==> config.mk <==
export PLATFORM = sky130hd
export DESIGN_NAME = cmult_seq_ctrl_flat
export DESIGN_NICKNAME = d
export VERILOG_FILES = /design/src/rtl/cmult_seq_ctrl_if.sv /design/src/rtl/cmult_seq_ctrl.sv /design/src/flat_wrapper.sv
export SDC_FILE = /design/constraint.sdc
export NUM_CORES = 1
export LEC_CHECK = 0
export ABC_CLOCK_PERIOD_IN_PS = 8800
export CAP_MARGIN = 20
export CORE_UTILIZATION = 58
export CTS_CLUSTER_SIZE = 14
export DETAILED_ROUTE_END_ITERATION = 6
export GPL_ROUTABILITY_DRIVEN = 0
export PLACE_DENSITY_LB_ADDON = 0.15
export SLEW_MARGIN = 20
export SYNTH_ARGS = -nofsm -noshare
export SYNTH_HDL_FRONTEND = slang
export SYNTH_SLANG_ARGS = --single-unit
export TNS_END_PERCENT = 50
==> constraint.sdc <==
create_clock -name clk -period 8.8 [get_ports clk]
set_input_delay 2.2 -clock clk [delete_from_list [all_inputs] [get_ports clk]]
set_output_delay 2.2 -clock clk [all_outputs]
set_load 0.05 [all_outputs]
==> src/rtl/cmult_seq_ctrl_if.sv <==
// Handshake and operand/result bundle for the sequential complex multiplier.
// master = operand producer / result consumer, slave = the multiplier itself.
interface cmult_seq_ctrl_if #(
  parameter int DATA_W = 8
);
  logic                     in_valid;
  logic                     in_ready;
  logic signed [DATA_W-1:0] a_re;
  logic signed [DATA_W-1:0] a_im;
  logic signed [DATA_W-1:0] b_re;
  logic signed [DATA_W-1:0] b_im;
  logic signed [DATA_W-1:0] out_re;
  logic signed [DATA_W-1:0] out_im;
  logic                     ovf_re;
  logic                     ovf_im;
  logic                     out_valid;
  logic                     out_ready;
  logic                     busy;

  modport master (
    output in_valid, a_re, a_im, b_re, b_im, out_ready,
    input  in_ready, out_re, out_im, ovf_re, ovf_im, out_valid, busy
  );

  modport slave (
    input  in_valid, a_re, a_im, b_re, b_im, out_ready,
    output in_ready, out_re, out_im, ovf_re, ovf_im, out_valid, busy
  );
endinterface

==> src/rtl/cmult_seq_ctrl.sv <==
// Sequential fixed-point complex multiplier: one shared real multiplier is
// stepped through the four partial products, then re = P0-P1, im = P2+P3.
module cmult_seq_ctrl #(
  parameter int DATA_W = 8,
  parameter int FRAC_W = 5,
  parameter int INT_W  = 2
) (
  input logic             clk,
  input logic             rst,
  cmult_seq_ctrl_if.slave bus
);

  localparam int W2 = 2 * DATA_W;
  // Lowest full-product bit kept by the multiplier (defaults: 5, keeping [11:5]).
  localparam int LO = 2 * FRAC_W + INT_W + 1 - DATA_W;

  typedef enum logic [2:0] {IDLE, M0, M1, M2, M3, DONE} state_e;

  // Fractional product: sign is the XOR of operand signs, remaining bits are the
  // scaled magnitude field of the full product; a zero operand forces zero.
  function automatic logic signed [DATA_W-1:0] pmul(
    input logic signed [DATA_W-1:0] x,
    input logic signed [DATA_W-1:0] y
  );
    logic signed [W2-1:0]     f;
    logic signed [DATA_W-1:0] r;
    f = W2'(x) * W2'(y);
    r = DATA_W'(f >>> LO);
    r[DATA_W-1] = x[DATA_W-1] ^ y[DATA_W-1];
    if (x == '0 || y == '0) r = '0;
    return r;
  endfunction

  // Wrapping add/sub; MSB of the return value is the signed-overflow flag.
  function automatic logic [DATA_W:0] addsub(
    input logic signed [DATA_W-1:0] a,
    input logic signed [DATA_W-1:0] b,
    input logic                     sub
  );
    logic signed [DATA_W:0] s;
    s = sub ? ((DATA_W+1)'(a) - (DATA_W+1)'(b))
            : ((DATA_W+1)'(a) + (DATA_W+1)'(b));
    return {s[DATA_W] ^ s[DATA_W-1], s[DATA_W-1:0]};
  endfunction

  state_e                   state_q;
  logic                     in_ready_q;
  logic                     out_valid_q;
  logic                     busy_q;
  logic signed [DATA_W-1:0] opa_re_q;
  logic signed [DATA_W-1:0] opa_im_q;
  logic signed [DATA_W-1:0] opb_re_q;
  logic signed [DATA_W-1:0] opb_im_q;
  logic signed [DATA_W-1:0] mul_q;
  logic signed [DATA_W-1:0] p0_q;
  logic signed [DATA_W-1:0] p1_q;
  logic signed [DATA_W-1:0] out_re_q;
  logic signed [DATA_W-1:0] out_im_q;
  logic                     ovf_re_q;
  logic                     ovf_im_q;

  logic signed [DATA_W-1:0] mul_x_d;
  logic signed [DATA_W-1:0] mul_y_d;
  logic signed [DATA_W-1:0] prod_d;
  logic        [DATA_W:0]   sub_d;
  logic        [DATA_W:0]   add_d;

  // Operand steering for the single multiplier, one partial product per state.
  always_comb begin
    mul_x_d = opa_re_q;
    mul_y_d = opb_re_q;
    case (state_q)
      M1: begin
        mul_x_d = opa_im_q;
        mul_y_d = opb_im_q;
      end
      M2: begin
        mul_x_d = opa_re_q;
        mul_y_d = opb_im_q;
      end
      M3: begin
        mul_x_d = opa_im_q;
        mul_y_d = opb_re_q;
      end
      default: ;
    endcase
  end

  // In M3, mul_q holds P2 while the multiplier is producing P3.
  assign prod_d = pmul(mul_x_d, mul_y_d);
  assign sub_d  = addsub(p0_q, p1_q, 1'b1);
  assign add_d  = addsub(mul_q, prod_d, 1'b0);

  always_ff @(posedge clk) begin
    if (rst) begin
      state_q     <= IDLE;
      in_ready_q  <= 1'b1;
      out_valid_q <= 1'b0;
      busy_q      <= 1'b0;
      opa_re_q    <= '0;
      opa_im_q    <= '0;
      opb_re_q    <= '0;
      opb_im_q    <= '0;
      mul_q       <= '0;
      p0_q        <= '0;
      p1_q        <= '0;
      out_re_q    <= '0;
      out_im_q    <= '0;
      ovf_re_q    <= 1'b0;
      ovf_im_q    <= 1'b0;
    end else begin
      case (state_q)
        IDLE: begin
          if (bus.in_valid) begin
            opa_re_q   <= bus.a_re;
            opa_im_q   <= bus.a_im;
            opb_re_q   <= bus.b_re;
            opb_im_q   <= bus.b_im;
            in_ready_q <= 1'b0;
            busy_q     <= 1'b1;
            state_q    <= M0;
          end
        end
        M0: begin
          mul_q   <= prod_d;
          state_q <= M1;
        end
        M1: begin
          mul_q   <= prod_d;
          p0_q    <= mul_q;
          state_q <= M2;
        end
        M2: begin
          mul_q   <= prod_d;
          p1_q    <= mul_q;
          state_q <= M3;
        end
        M3: begin
          mul_q       <= prod_d;
          out_re_q    <= sub_d[DATA_W-1:0];
          ovf_re_q    <= sub_d[DATA_W];
          out_im_q    <= add_d[DATA_W-1:0];
          ovf_im_q    <= add_d[DATA_W];
          out_valid_q <= 1'b1;
          state_q     <= DONE;
        end
        DONE: begin
          if (bus.out_ready) begin
            out_valid_q <= 1'b0;
            busy_q      <= 1'b0;
            in_ready_q  <= 1'b1;
            state_q     <= IDLE;
          end
        end
        default: begin
          out_valid_q <= 1'b0;
          busy_q      <= 1'b0;
          in_ready_q  <= 1'b1;
          state_q     <= IDLE;
        end
      endcase
    end
  end

  assign bus.in_ready  = in_ready_q;
  assign bus.out_valid = out_valid_q;
  assign bus.busy      = busy_q;
  assign bus.out_re    = out_re_q;
  assign bus.out_im    = out_im_q;
  assign bus.ovf_re    = ovf_re_q;
  assign bus.ovf_im    = ovf_im_q;

endmodule

==> src/flat_wrapper.sv <==
// flat-port wrapper written by rule: the top's interface ports become plain ports
module cmult_seq_ctrl_flat 
#(
  parameter int DATA_W = 8,
  parameter int FRAC_W = 5,
  parameter int INT_W  = 2
)
  (clk, rst, bus_in_valid, bus_a_re, bus_a_im, bus_b_re, bus_b_im, bus_out_ready, bus_in_ready, bus_out_re, bus_out_im, bus_ovf_re, bus_ovf_im, bus_out_valid, bus_busy);
  cmult_seq_ctrl_if #(.DATA_W(DATA_W)) bus_i ();
  input logic clk;
  input logic rst;
  input wire logic [$bits(bus_i.in_valid)-1:0] bus_in_valid;
  input wire logic [$bits(bus_i.a_re)-1:0] bus_a_re;
  input wire logic [$bits(bus_i.a_im)-1:0] bus_a_im;
  input wire logic [$bits(bus_i.b_re)-1:0] bus_b_re;
  input wire logic [$bits(bus_i.b_im)-1:0] bus_b_im;
  input wire logic [$bits(bus_i.out_ready)-1:0] bus_out_ready;
  output wire logic [$bits(bus_i.in_ready)-1:0] bus_in_ready;
  output wire logic [$bits(bus_i.out_re)-1:0] bus_out_re;
  output wire logic [$bits(bus_i.out_im)-1:0] bus_out_im;
  output wire logic [$bits(bus_i.ovf_re)-1:0] bus_ovf_re;
  output wire logic [$bits(bus_i.ovf_im)-1:0] bus_ovf_im;
  output wire logic [$bits(bus_i.out_valid)-1:0] bus_out_valid;
  output wire logic [$bits(bus_i.busy)-1:0] bus_busy;
  assign bus_i.in_valid = bus_in_valid;
  assign bus_i.a_re = bus_a_re;
  assign bus_i.a_im = bus_a_im;
  assign bus_i.b_re = bus_b_re;
  assign bus_i.b_im = bus_b_im;
  assign bus_i.out_ready = bus_out_ready;
  assign bus_in_ready = bus_i.in_ready;
  assign bus_out_re = bus_i.out_re;
  assign bus_out_im = bus_i.out_im;
  assign bus_ovf_re = bus_i.ovf_re;
  assign bus_ovf_im = bus_i.ovf_im;
  assign bus_out_valid = bus_i.out_valid;
  assign bus_busy = bus_i.busy;
  cmult_seq_ctrl #(.DATA_W(DATA_W), .FRAC_W(FRAC_W), .INT_W(INT_W)) u_core (.clk(clk), .rst(rst), .bus(bus_i));
endmodule
-- Yosys cells after proc, flatten, opt, wreduce, memory -nomap -nowiden
Index checks and enable logic that the tools add are counted.
- logic and storage cells: 55
- output and inout port bits: 21
- input bits: 36
- register bits: 80
- reduce and logical (&&, ||, !) cells: 12
- muxes and demuxes: 13
- multipliers: 1
- equal/unequal tests: 7
- bitwise logic cells: 5
- add/subtract/negate cells: 2
- operator list (cell ; count):
    $mux 8 ; 3
    $pmux 3 s6 ; 1
    $logic_not 8->1 ; 2
    $mul 8x8->12 ; 1
    $add 8x8->9 ; 1
    $pmux 1 s3 ; 3
    $sub 8x8->9 ; 1
    $reduce_or 4->1 ; 2
    $eq 3x2->1 const B ; 2
    $eq 3x3->1 const B ; 2
    $mux 3 ; 2
    $reduce_and 2->1 ; 3
    $mux 1 ; 4
    $ne 2x2->1 const B ; 2
    $reduce_or 2->1 ; 2
    $eq 3x1->1 const B ; 1
    $logic_not 3->1 ; 1
    $reduce_and 3->1 ; 1
    $xor 1x1->1 ; 3
    $not 1->1 ; 2
    $logic_or 1x1->1 ; 1

-- Longest topological paths before layout
- depth after elaboration: 8
- depth in mapped cells: 31
- mapped depth without buffers: 28

-- Least setup slack after synthesis
OpenSTA, ideal clock, no wires.
- path kind: reg-to-reg
- from: register u_core.state_q[1]
- to: register u_core.ovf_im_q (netlist: u_core.bus.ovf_im)
- path slack: 2.623 ns
- period minus slack after synthesis: 6.177 ns
- required time: 8.714 ns
- buffers on the path: 2
- setup time: 0.086 ns
- arrival: 6.092 ns
- cell stages (with the launch flop): 26
- cells stage by stage: dfxtp_1 -> buf_4 -> nand2b_1 -> a21oi_4 -> buf_2 -> mux2i_1 -> nand2_1 -> fa_1 -> fa_1 -> inv_1 -> fa_1 -> inv_1 -> fa_1 -> inv_1 -> ha_1 -> xor2_1 -> and2_1 -> ha_1 -> nor2b_1 -> o21ai_0 -> nand2b_1 -> a21o_1 -> a21oi_1 -> nand4bb_1 -> a21o_1 -> a211oi_1
- word-level cells in the longest chain between the ends: 8
- elaborated cells between the ends (all ways): 15
- classes of those cells: add/sub: 1; mul: 1; eq/ne: 3; mux: 3; bitwise: 2; reduce/logical: 5
- RTL lines (what ; line ; text):
    start: declaration ; cmult_seq_ctrl.sv:46 ; state_e state_q;
    start signal: assignment ; cmult_seq_ctrl.sv:96 ; state_q <= IDLE;
    start signal: assignment ; cmult_seq_ctrl.sv:121 ; state_q <= M0;
    start signal: assignment ; cmult_seq_ctrl.sv:126 ; state_q <= M1;
    branches (longest 5 deep; another with $mul 8x8->12) ; n/a ;
    $mux 8 (*) ; cmult_seq_ctrl.sv:30 ; if (x == '0 || y == '0) r = '0;
    via u_core.prod_d[2] ; cmult_seq_ctrl.sv:64 ; logic signed [DATA_W-1:0] prod_d;
    $add 8x8->9 (*) ; cmult_seq_ctrl.sv:42 ; : ((DATA_W+1)'(a) + (DATA_W+1)'(b));
    $xor 1x1->1 (*) ; cmult_seq_ctrl.sv:43 ; return {s[DATA_W] ^ s[DATA_W-1], s[DATA_W-1:0]};
    end signal: assignment ; cmult_seq_ctrl.sv:143 ; ovf_im_q <= add_d[DATA_W];
    end: declaration ; cmult_seq_ctrl.sv:60 ; logic ovf_im_q;
Mark *: on every way through the listed nets, which the timed path passes.
A chain may end at the register's enable or synchronous reset.

-- Worst setup path in the final report
- from: register u_core.state_q[2]
- to: register u_core.ovf_im_q (netlist: u_core.bus.ovf_im)
The elaborated chain is that of the path after synthesis.

==> results.md <==
* Status: finished clean
* Worst-skew pair later-pin latency at 0.35 ns
* RSZ-0062 raised after global routing: false
* Leak pwr at 2.50 nW
* Final hold slack at 0.451 ns
* Routed Antenna Nets at 0
* Pin count of the biggest net entering global routing at 82
* Crit. End Element: flip-flop
* CTS Buf Count at 9
* Synth Net Count at 826
* Largest family of logic cells by synthesized area: adder cells
* Combinational share of power at 32.5%
* CP max stage delay at 0.59 ns
* Total track usage at 27.5%
* Detail Placement HPWL at 9990 µm
* Synth warn at 0
* CTS max path bufs at 2
* Synth Register Bits at 80
* Die Width at 101 µm
* Seq pwr share at 42.0%
* Final setup fails at 0
* Pwr per Cell Area at 153 mW/mm²
* Final hold violations at 0
* Crit path time final at 7.12 ns
* Initial Util at 60.5%
* Seq/Total Area, Yosys at 28.3%
* Vias in the first global route at 4858
* Final worst path period share at 80.9%
* Clk slew on worst S/H paths at 0.09 ns
* CTS tree: built
* Worst vdd ir at 107 µV
* Synth Area in XOR/XNOR at 4.64%
* Setup_tns at 0 ns
* First-pass GRT wire length at 22100 µm
* Vias per cell at 5.50
* Library cells used by synthesis at 52
* Worst slew pin tran at 0.911 ns
* Hold-fix buffers, CTS at 0
* Fin nets at 864
* DRC errors left at 0
* Synth Area in Adders at 21.8%
* Syn Std Cell Area at 0.00567 mm²
* CTS Sinks at 80
* CP max stage cell: a21oi_4
* Ant diodes at 0
* Post-Synthesis Cells at 714
* CTS resizes at 0
* WS Path Type: reg2reg
* Area Overhead vs Synth at 13.6%
* Crit path max fanout at 18
* Vias at 4874
* Mux cell area share after synthesis at 3.56%
* Core footprint at 0.00937 mm²
* # IOs at 57
* Htree depth at 3
* Worst Hold Class: reg2reg
* Syn avg cell area at 7.93 µm²
* Final Skew at 0.00852 ns
* Synth Area in Compound Gates at 14.2%
* Rows at 35
* # port buffers at 56
* Die Ht at 101 µm
* Data required, critical path at 9.01 ns
* Simple-Gate Fraction of Synth Area at 20.3%
* Switch share at 37.9%
* Initial antenna violation count at 0
* Asr flop ratio synth at 0%
* Slew Limit Fails at 0
* DRT iter0 DRCs at 269
* DR pass1 iterations at 5
* Fmax at 141 MHz
* Routed Wire Length at 13000 µm
* Clock power share at 25.6%
* Maximum Capacitance Violations at 0
* Share of cells above drive strength 1 at 4.62%
* Root Driver: clkbuf_8
* Slew headroom at 39.2%
* Routed wire length per instance at 14.6 µm
* Number of enable flip-flop cells after synthesis at 0
* # Post-CTS Setup Buffers at 0
* CP startpoint kind: flip-flop
* Die area at 0.0102 mm²
* Top FF cell, synth: dfxtp_1
* CP Data Arrival Time at 7.32 ns
* Grt ovf at 0
* Psw at 373 µW
* Int Pwr at 611 µW
## layer usage
metal	part of all wire, %	wire length [µm]	track usage [%]	up-vias
met5	0	0	0	-
met4	2.6	331	10.0	0
met3	4.7	613	4.30	40
met2	50	6500	48.9	150
met1	43	5520	33.6	2291
li1	-	-	-	2393
## per-stage QoR
step | instances | power (mW) | cell area [µm²] | utilization [%] | worst slack, ns
3_3_place_gp | 870 | 0.727 | 6260 | 66.8 | 2.07
6_report | 886 | 0.984 | 6440 | 68.7 | 1.68
4_1_cts | 886 | 0.986 | 6430 | 68.7 | 1.78
5_1_grt | 886 | 1.04 | 6440 | 68.7 | 1.22
3_5_place_dp | 870 | 0.737 | 6260 | 66.8 | 1.79
2_1_floorplan | 714 | 0.654 | 5670 | - | 2.62
## kinds of logic after synthesis
| group | count (synthesis) |
|---|---|
| simple gates | 268 |
| flops | 80 |
| fa+ha+maj | 76 |
| xor+xnor | 30 |
| mux | 19 |
| compound gates | 139 |
| buf+inv | 102 |
## cell usage after synthesis, drive strengths merged (2+ instances only)
cell | n | area (µm²)
ha | 38 | 475
o21bai | 3 | 22.5
a221oi | 3 | 26.3
mux2 | 6 | 71.3
nor2 | 50 | 188
inv | 72 | 270
xor2 | 4 | 35.0
a21boi | 2 | 15.0
o21ai | 19 | 98.8
buf | 6 | 46.3
a31o | 2 | 17.5
a21o | 6 | 45.0
and2 | 9 | 56.3
a21oi | 89 | 457
a211oi | 4 | 30.0
clkbuf | 24 | 90.1
a31oi | 2 | 12.5
nor4 | 6 | 37.5
nand3 | 9 | 45.0
nand3b | 2 | 15.0
or2 | 2 | 12.5
or3 | 2 | 12.5
nand2b | 7 | 43.8
nor3 | 6 | 30.0
mux2i | 13 | 130
xnor2 | 26 | 228
fa | 38 | 761
o21a | 3 | 22.5
nand2 | 161 | 607
nor2b | 9 | 56.3
dfxtp | 80 | 1600
## power groups by stage
stage,logic [mW],clock network (mW),registers [mW]
finish,0.319,0.251,0.413
global route,0.359,0.267,0.416
CTS,0.319,0.256,0.412
detailed placement,0.317,0,0.420
global placement,0.308,0,0.418
floorplan,0.238,0,0.416
## cells in the final DEF, fill, tap and decap left out, types with 4 or more instances in the layout
master	count
inv_1	71
o21ai_0	17
fa_1	38
ha_1	38
mux2i_1	13
nand2_1	160
a21oi_1	88
a21o_1	6
and2_1	9
nand2b_1	7
nor4_1	6
xnor2_1	26
xor2_1	4
clkbuf_8	9
nor2_1	49
dfxtp_1	80
nand3_1	9
nor2b_1	9
mux2_2	5
a211oi_1	4
nor3_1	6
clkdlybuf4s50_1	55
## worst max-delay path: cells and delay by family, from the launching register on
family                     cells  cell delay, ns
xor gates and xnor gates       1            0.16
AOI/OAI and AO/OA             10            2.35
adders and majority gates      6            2.43
and+or+nand+nor                3            0.78
muxes                          1            0.54
buffers and inverters          4            0.25
DFF                            1            0.47
## flip-flops by register name, summed over array words and instances, names as in the netlist, 3 cells and up
name,cells
u_core.bus.out_im,8
u_core.bus.out_re,8
u_core.mul_q,8
u_core.opa_im_q,8
u_core.opa_re_q,8
u_core.opb_im_q,8
u_core.opb_re_q,8
u_core.p0_q,8
u_core.p1_q,8
u_core.state_q,3
## cell type report
cell class	instances	area [µm²]
clock inverters	7	53.8
repair buffers	57	563
inverters	72	270
clock buffers	9	124
multi-input cells	532	3660
well taps	129	161
fillers	821	2930
flip-flops and latches	80	1600
## path summary, 6_finish.rpt
check / startpoint / to / slack (ns) / depth (start not counted)
hold / removal: u_core.bus.out_re[3] / u_core.bus.out_re[3] / 0.45 / 2
setup / recovery: u_core.state_q[2] / u_core.bus.ovf_im / 1.68 / 25
hold reg to reg: u_core.bus.out_re[3] / u_core.bus.out_re[3] / 0.45 / 2
setup reg to reg: u_core.state_q[2] / u_core.bus.ovf_im / 1.68 / 25
Note: power is estimated with default switching activity, not from simulation.
